**src/rtl/cfg_write_arbiter.sv**
```systemverilog
// Two-port write arbiter that owns the PWM/output configuration registers.
// Accepted writes pass through a one-entry commit stage; the registers and debug read reflect committed state only.
module cfg_write_arbiter #(
   parameter int FIXED_PRIO = 0,
   parameter int ADDR_W     = 7
) (
   input  logic              clk,
   input  logic              rst,
   input  logic [1:0]        req_valid,
   input  logic [ADDR_W-1:0] req_addr0,
   input  logic [ADDR_W-1:0] req_addr1,
   input  logic [7:0]        req_data0,
   input  logic [7:0]        req_data1,
   output logic [1:0]        req_ack,
   input  logic              freeze,
   input  logic [ADDR_W-1:0] rd_addr,
   output logic [7:0]        rd_data,
   output logic [7:0]        en_reg_out_7_0,
   output logic [7:0]        en_reg_out_15_8,
   output logic [7:0]        en_reg_pwm_7_0,
   output logic [7:0]        en_reg_pwm_15_8,
   output logic [7:0]        pwm_duty_cycle,
   output logic              wr_strobe,
   output logic              wr_src,
   output logic              bad_addr
);

   localparam logic [ADDR_W-1:0] ADDR_OUT_LO = ADDR_W'(3'd0);
   localparam logic [ADDR_W-1:0] ADDR_OUT_HI = ADDR_W'(3'd1);
   localparam logic [ADDR_W-1:0] ADDR_PWM_LO = ADDR_W'(3'd2);
   localparam logic [ADDR_W-1:0] ADDR_PWM_HI = ADDR_W'(3'd3);
   localparam logic [ADDR_W-1:0] ADDR_DUTY   = ADDR_W'(3'd4);

   logic [1:0]        grant_s;
   logic [ADDR_W-1:0] win_addr_s;
   logic [7:0]        win_data_s;

   logic              last_grant_r;
   logic              stg_valid_r;
   logic [ADDR_W-1:0] stg_addr_r;
   logic [7:0]        stg_data_r;
   logic              stg_src_r;

   logic [7:0]        out_lo_r;
   logic [7:0]        out_hi_r;
   logic [7:0]        pwm_lo_r;
   logic [7:0]        pwm_hi_r;
   logic [7:0]        duty_r;
   logic              wr_strobe_r;
   logic              bad_addr_r;
   logic              wr_src_r;

   function automatic logic addr_mapped(input logic [ADDR_W-1:0] addr);
      logic hit;
      case (addr)
         ADDR_OUT_LO, ADDR_OUT_HI, ADDR_PWM_LO, ADDR_PWM_HI, ADDR_DUTY: hit = 1'b1;
         default: hit = 1'b0;
      endcase
      return hit;
   endfunction

   // Winner selection; on a tie the round-robin pointer favours the port that did not win last.
   always_comb begin
      grant_s = 2'b00;
      if (rst || freeze) begin
         grant_s = 2'b00;
      end else begin
         case (req_valid)
            2'b01:   grant_s = 2'b01;
            2'b10:   grant_s = 2'b10;
            2'b11: begin
               if (FIXED_PRIO != 0) begin
                  grant_s = 2'b01;
               end else if (last_grant_r) begin
                  grant_s = 2'b01;
               end else begin
                  grant_s = 2'b10;
               end
            end
            default: grant_s = 2'b00;
         endcase
      end
   end

   // Route the winning port's address and data toward the commit stage.
   always_comb begin
      win_addr_s = req_addr0;
      win_data_s = req_data0;
      if (grant_s[1]) begin
         win_addr_s = req_addr1;
         win_data_s = req_data1;
      end else begin
         win_addr_s = req_addr0;
         win_data_s = req_data0;
      end
   end

   assign req_ack = grant_s;

   // One-entry commit stage and round-robin pointer; the stage empties whenever nothing is accepted.
   always_ff @(posedge clk) begin
      if (rst) begin
         stg_valid_r  <= 1'b0;
         stg_addr_r   <= '0;
         stg_data_r   <= 8'h00;
         stg_src_r    <= 1'b0;
         last_grant_r <= 1'b1;
      end else begin
         stg_valid_r <= |grant_s;
         if (|grant_s) begin
            stg_addr_r   <= win_addr_s;
            stg_data_r   <= win_data_s;
            stg_src_r    <= grant_s[1];
            last_grant_r <= grant_s[1];
         end else begin
            stg_addr_r   <= stg_addr_r;
            stg_data_r   <= stg_data_r;
            stg_src_r    <= stg_src_r;
            last_grant_r <= last_grant_r;
         end
      end
   end

   // Commit the staged write into the register file and pulse the matching status flag.
   always_ff @(posedge clk) begin
      if (rst) begin
         out_lo_r    <= 8'h00;
         out_hi_r    <= 8'h00;
         pwm_lo_r    <= 8'h00;
         pwm_hi_r    <= 8'h00;
         duty_r      <= 8'h00;
         wr_strobe_r <= 1'b0;
         bad_addr_r  <= 1'b0;
         wr_src_r    <= 1'b0;
      end else begin
         wr_strobe_r <= 1'b0;
         bad_addr_r  <= 1'b0;
         if (stg_valid_r) begin
            wr_src_r    <= stg_src_r;
            wr_strobe_r <= addr_mapped(stg_addr_r);
            bad_addr_r  <= ~addr_mapped(stg_addr_r);
            case (stg_addr_r)
               ADDR_OUT_LO: out_lo_r <= stg_data_r;
               ADDR_OUT_HI: out_hi_r <= stg_data_r;
               ADDR_PWM_LO: pwm_lo_r <= stg_data_r;
               ADDR_PWM_HI: pwm_hi_r <= stg_data_r;
               ADDR_DUTY:   duty_r   <= stg_data_r;
               default:     out_lo_r <= out_lo_r;
            endcase
         end else begin
            wr_src_r <= wr_src_r;
         end
      end
   end

   // Debug read of committed state; unmapped addresses read as zero.
   always_comb begin
      rd_data = 8'h00;
      case (rd_addr)
         ADDR_OUT_LO: rd_data = out_lo_r;
         ADDR_OUT_HI: rd_data = out_hi_r;
         ADDR_PWM_LO: rd_data = pwm_lo_r;
         ADDR_PWM_HI: rd_data = pwm_hi_r;
         ADDR_DUTY:   rd_data = duty_r;
         default:     rd_data = 8'h00;
      endcase
   end

   assign en_reg_out_7_0  = out_lo_r;
   assign en_reg_out_15_8 = out_hi_r;
   assign en_reg_pwm_7_0  = pwm_lo_r;
   assign en_reg_pwm_15_8 = pwm_hi_r;
   assign pwm_duty_cycle  = duty_r;
   assign wr_strobe       = wr_strobe_r;
   assign bad_addr        = bad_addr_r;
   assign wr_src          = wr_src_r;

endmodule

```
**config.mk**
```make
export PLATFORM = sky130hd
export DESIGN_NAME = cfg_write_arbiter
export DESIGN_NICKNAME = d
export VERILOG_FILES = /design/src/rtl/cfg_write_arbiter.sv
export SDC_FILE = /design/constraint.sdc
export NUM_CORES = 1
export LEC_CHECK = 0
export CORE_MARGIN = 1.5
export CORE_UTILIZATION = 47
export DETAILED_ROUTE_END_ITERATION = 8
export HOLD_SLACK_MARGIN = 0.08
export PLACE_DENSITY_LB_ADDON = 0.1
export RECOVER_POWER = 100
export SKIP_CTS_REPAIR_TIMING = 1
export SLEW_MARGIN = 25
export SYNTH_ARGS = -nofsm -noshare
export SYNTH_HDL_FRONTEND = slang
export SYNTH_SLANG_ARGS = --single-unit
```
**constraint.sdc**
```tcl
create_clock -name clk -period 1.7 [get_ports clk]
set_input_delay 0.17 -clock clk [delete_from_list [all_inputs] [get_ports clk]]
set_output_delay 0.17 -clock clk [all_outputs]
set_load 0.03 [all_outputs]
```
[Yosys cells after proc, flatten, opt, wreduce, memory -nomap -nowiden]
Index checks and enable logic that the tools add are counted.
Storage, ports and cells
  flip-flop bits (word level): 61
  bits in latches: 0
  RAM bits: 0
  ROM bits: 0
  input port bits: 42
  memories: 0
Cells by class
  add/sub/neg operators: 0
  multipliers: 0
  divide/modulo/power cells: 0
  $lt $le $gt $ge: 0
  equality and inequality tests: 11
  shift operators: 0
  muxes and demuxes: 9
  bitwise operators: 2
  reduce and logical (&&, ||, !) cells: 11
Operators by type and width (count)
  $pmux 8 s5: 1
  $eq 7x2->1 const B: 4
  $eq 7x1->1 const B: 2
  $eq 7x3->1 const B: 2
  $logic_not 7->1: 2
  $reduce_and 2->1: 5
  $mux 8: 1
  $mux 7: 1
  $pmux 2 s3: 1
  $reduce_or 5->1: 1
  $eq 2x2->1 const B: 2
  $mux 2: 2
  $reduce_or 2->1: 2
  $mux 1: 3
  $eq 2x1->1 const B: 1
  $not 1->1: 2
  $logic_or 1x1->1: 1

[Logic depth before layout (Yosys ltp)]
  word-level depth: 6
  depth in mapped cells: 6
  gate-level depth less buffers: 3

[Least setup slack after synthesis]
No wires, ideal clock.
  path type: input -> output
  from: input port rd_addr[3]
  to: output port rd_data[0]
  arrival time: 1.523 ns
  data required time: 1.530 ns
  setup slack: 0.007 ns
  cell stages on the path: 4
  buffers on the path: 1
  path through: or4_4 > buf_6 > nor4b_4 > a211o_1
Between the ends
  cells in the longest elaborated chain, start to end: 2
  elaborated cells on any way between the ends: 6
  classes of those cells: eq/ne (4); mux (1); reduce/logical (1)
Ends and longest elaborated chain
  start, declared: line 16  | input logic [ADDR_W-1:0] rd_addr,
  $eq 7x3->1 (tied with other cells): line 159  | case (rd_addr)
  $pmux 8 s5 *: line 159
  end, declared: line 17  | output logic [7:0] rd_data,
Mark *: on every way between the ends. The rest lies on a longest branch, timed or not.

[Worst setup path after layout]
  from: input port rd_addr[0]
  to: output port rd_data[5]
Same word-level chain as after synthesis.

==> metrics.csv <==
stage;metric;value;unit
detailed_routing;drt_iter0_drc;260;
sta;hold_ws;0.2989;ns
sta;hold_viol;0;
worst_hold_path;hold_class;in2reg;
setup_path;worst_r2r_endpoint;pwm_duty_cycle[6];
die;io_pins;95;
detailed_routing;vias;3287;
setup_path;crit_arrival;1.59;ns
setup_path;crit_required;1.53;ns
detailed_routing;wl_met2;4142;microns
detailed_routing;routed.top_layer;met4;
synthesis;synth.avg_cell_area;8.354;sq um
die;row_count;29;
setup_path;r2r_start;stg_addr_r[3];
finish;multi_input_area;1723;sq um
setup_path;reg2reg_depth;4;
sta;timing.final.crit_period;1.760;ns
finish;regArea;1221;sq um
power;p_leak;1.787;nW
outcome;status;finished with violations;
global_route;antenna_found_initial;0;
cts;clock_latency;0.33;ns
global_route;grt_util_all_layers;25.29;%
synthesis;async_flop_share;0;%
setup_path;cp_max_fo;8;
global_route;grt_pass1_vias;2996;
setup_path;path_cells;clkdlybuf4s50_1, or2_2, nor3_1, a211o_1, buf_6;
job;cap_violations;0;
setup_path;cp-start-kind;input port;
setup_path;critical_path_class;in2out;
sta;worst_pin_slew;0.6302;ns
finish;syn_to_final_growth;40.44;%
die;die_y;84.86;microns
cts;root_buffer;clkbuf_8;
global_route;overflow;0;
cts;cts_sinks;61;
cts;h-tree-depth;3;
detailed_routing;ant_nets;0;
synthesis;synth_area_leaders;dfxtp_1 39%, mux2i_1 7.9%, o21ai_0 7.3%;
placement;dp_hpwl;6506;microns
cts;clkSlewWorstSetupHoldPaths;0.06;ns
synthesis;yosysWarningCount;0;
synthesis;syn_nets;419;
synthesis;synth_cell_types;32;
placement;pre_cts_ws;-0.3094;ns
sta;clock_skew;0.009213;ns
die;chipWidth;84.86;microns
finish;diodes;0;
synthesis;ys_seq_area_share;38.78;%
placement;numPortBuffers;94;
detailed_routing;dr_wl_met3;639;microns
synthesis;ys_ff_latch;61;
setup_path;crit_end;rd_data[5];
detailed_routing;postRouteWirelength;9090;microns
sta;max_freq;568.0;MHz
finish;fillers;537;
outcome;violations;design-rule violations, negative setup slack;
cts;cts_tree;built;
sta;rsz0062_at_grt;yes;
detailed_routing;wire_per_inst;16.62;microns
detailed_routing;dr.pass1.iters;9;
power;peakVddDrop;0.3461;mV
setup_path;worstSetupStartpoint;rd_addr[0];
synthesis;syn-cell-area;3149;sq um
placement;gp_congestion;0.9041;
cts;numCtsBuffers;9;
setup_path;end_kind;output pin;
global_route;grt_pass1_wl;14570;microns
power;p_per_area;702.4;nW/um^2
finish;layout-drive-gt1-share;13.83;%
sta;period_share;103.6;%
global_route;grt_max_degree;68;
setup_path;slowest_delay;0.48;ns
die;core_area;6422;sq um
sta;setup_viol;2;
sta;slew_viol_final;0;
detailed_routing;wl_met1;4030;microns
setup_path;ff2ff_setup_slack;0.13;ns
synthesis;yosys.area.top_type;dfxtp_1;
synthesis;netlist.area_leader.share;38.78;%
detailed_routing;post_drt_via_cell_ratio;6.009;
sta;worst_slack;-0.06048;ns
die;initial_utilization;49.04;%
sta;max_slew_margin;57.98;%
synthesis;ys.flop_type;dfxtp_1;
detailed_routing;drc;8;
cts;clock_path_buffers;2;
setup_path;cpMaxStageDelayCell;clkdlybuf4s50_1;
finish;nets;509;
synthesis;postSynthCellCount;377;
die;dieArea;7200;sq um
synthesis;synth_edf_count;0;
-- cell usage after synthesis, types with 7 or more instances --
cell      count
nand3_1      17
a41o_1       15
buf_2         7
nand2b_1     21
nand4_1      31
clkbuf_1     31
a211o_1       9
nor3_1       16
mux2i_1      25
a21oi_1      33
o21ai_0      46
inv_1        16
a31oi_1      15
dfxtp_1      61
-- power by group --
group	leakage, nW	internal (mW)	switching (mW)	total, mW
clock	0.0881	0.588	0.516	1.10
combinational	1.20	0.216	0.277	0.493
sequential	0.494	1.46	0.0469	1.51
total	1.79	2.27	0.839	3.11
-- stage by stage --
stage | setup TNS, ns | area (sq um) | power, mW | util (%) | instances
6_report | -0.06392 | 4423 | 3.107 | 68.87 | 547
5_1_grt | -0.8600 | 4423 | 3.228 | 68.87 | 547
4_1_cts | -2.409 | 4350 | 3.112 | 67.74 | 547
3_5_place_dp | -2.397 | 4185 | 2.029 | 65.17 | 533
3_3_place_gp | -2.158 | 4185 | 2.022 | 65.17 | 533
2_1_floorplan | 0 | 3149 | 1.813 | - | 377
-- layout make-up --
type                       instances  area share, %
multi-input combinational        257          38.95
tap                               77          2.178
clock buffer                      12          3.508
sequential                        61          27.61
timing repair buffer             122          26.17
inverter                          16          1.358
clock inverter                     2         0.2263
-- placed cells by master, fill, tap and decap left out, types with 5 or more instances in the layout --
cell / instances
dfxtp_1: 61
clkdlybuf4s50_1: 60
o21ai_0: 46
a21oi_1: 33
nand4_1: 31
buf_4: 23
mux2i_1: 22
nand2b_1: 21
nand3_1: 17
dlygate4sd3_1: 17
inv_1: 16
a41o_1: 15
a31oi_1: 15
buf_6: 12
nor3_1: 11
clkbuf_8: 11
a211o_1: 9
nor2_1: 6
nor3_2: 5
-- worst min-delay path by stage --
| stage | startpoint | end | slack (ns) | depth (start not counted) |
|---|---|---|---|---|
| 3_5_place_dp | stg_src_r | stg_src_r | 0.48 | 2 |
| 5_1_grt | rst | stg_src_r | 0.35 | 4 |
| 2_1_floorplan | req_data0[0] | stg_data_r[0] | 0.35 | 2 |
| 6_report | rst | stg_src_r | 0.30 | 4 |
| 3_3_place_gp | stg_src_r | stg_src_r | 0.46 | 2 |
| 4_1_cts | rst | stg_src_r | 0.29 | 4 |
-- routing by layer --
metal	up-vias	GRT usage, %
met3	20	4.377
met4	0	11.62
met1	1519	33.92
li1	1591	-
met5	-	0
met2	157	39.93
-- flip-flops by register name, summed over array words and instances, names as in the netlist --
register         flops
stg_valid_r          1
wr_strobe            1
stg_data_r           8
en_reg_pwm_15_8      8
en_reg_out_7_0       8
wr_src               1
stg_addr_r           7
bad_addr             1
last_grant_r         1
en_reg_pwm_7_0       8
en_reg_out_15_8      8
pwm_duty_cycle       8
stg_src_r            1
-- cells by family (layout without fill, tap and decap cells) --
logic type	after synthesis	after routing	share of synthesized area, %
simple gates	110	110	22.17
compound gates	122	122	23.44
flops	61	61	38.78
mux	25	25	7.946
buf+inv	59	152	7.668
-- worst max-delay path: cells and delay by family --
family	cells	cell delay, ns
buffers and inverters	2	0.61
AND/OR/NAND/NOR	2	0.65
AO/OA/AOI/OAI	1	0.16
Power figures use the tool's default switching activity.
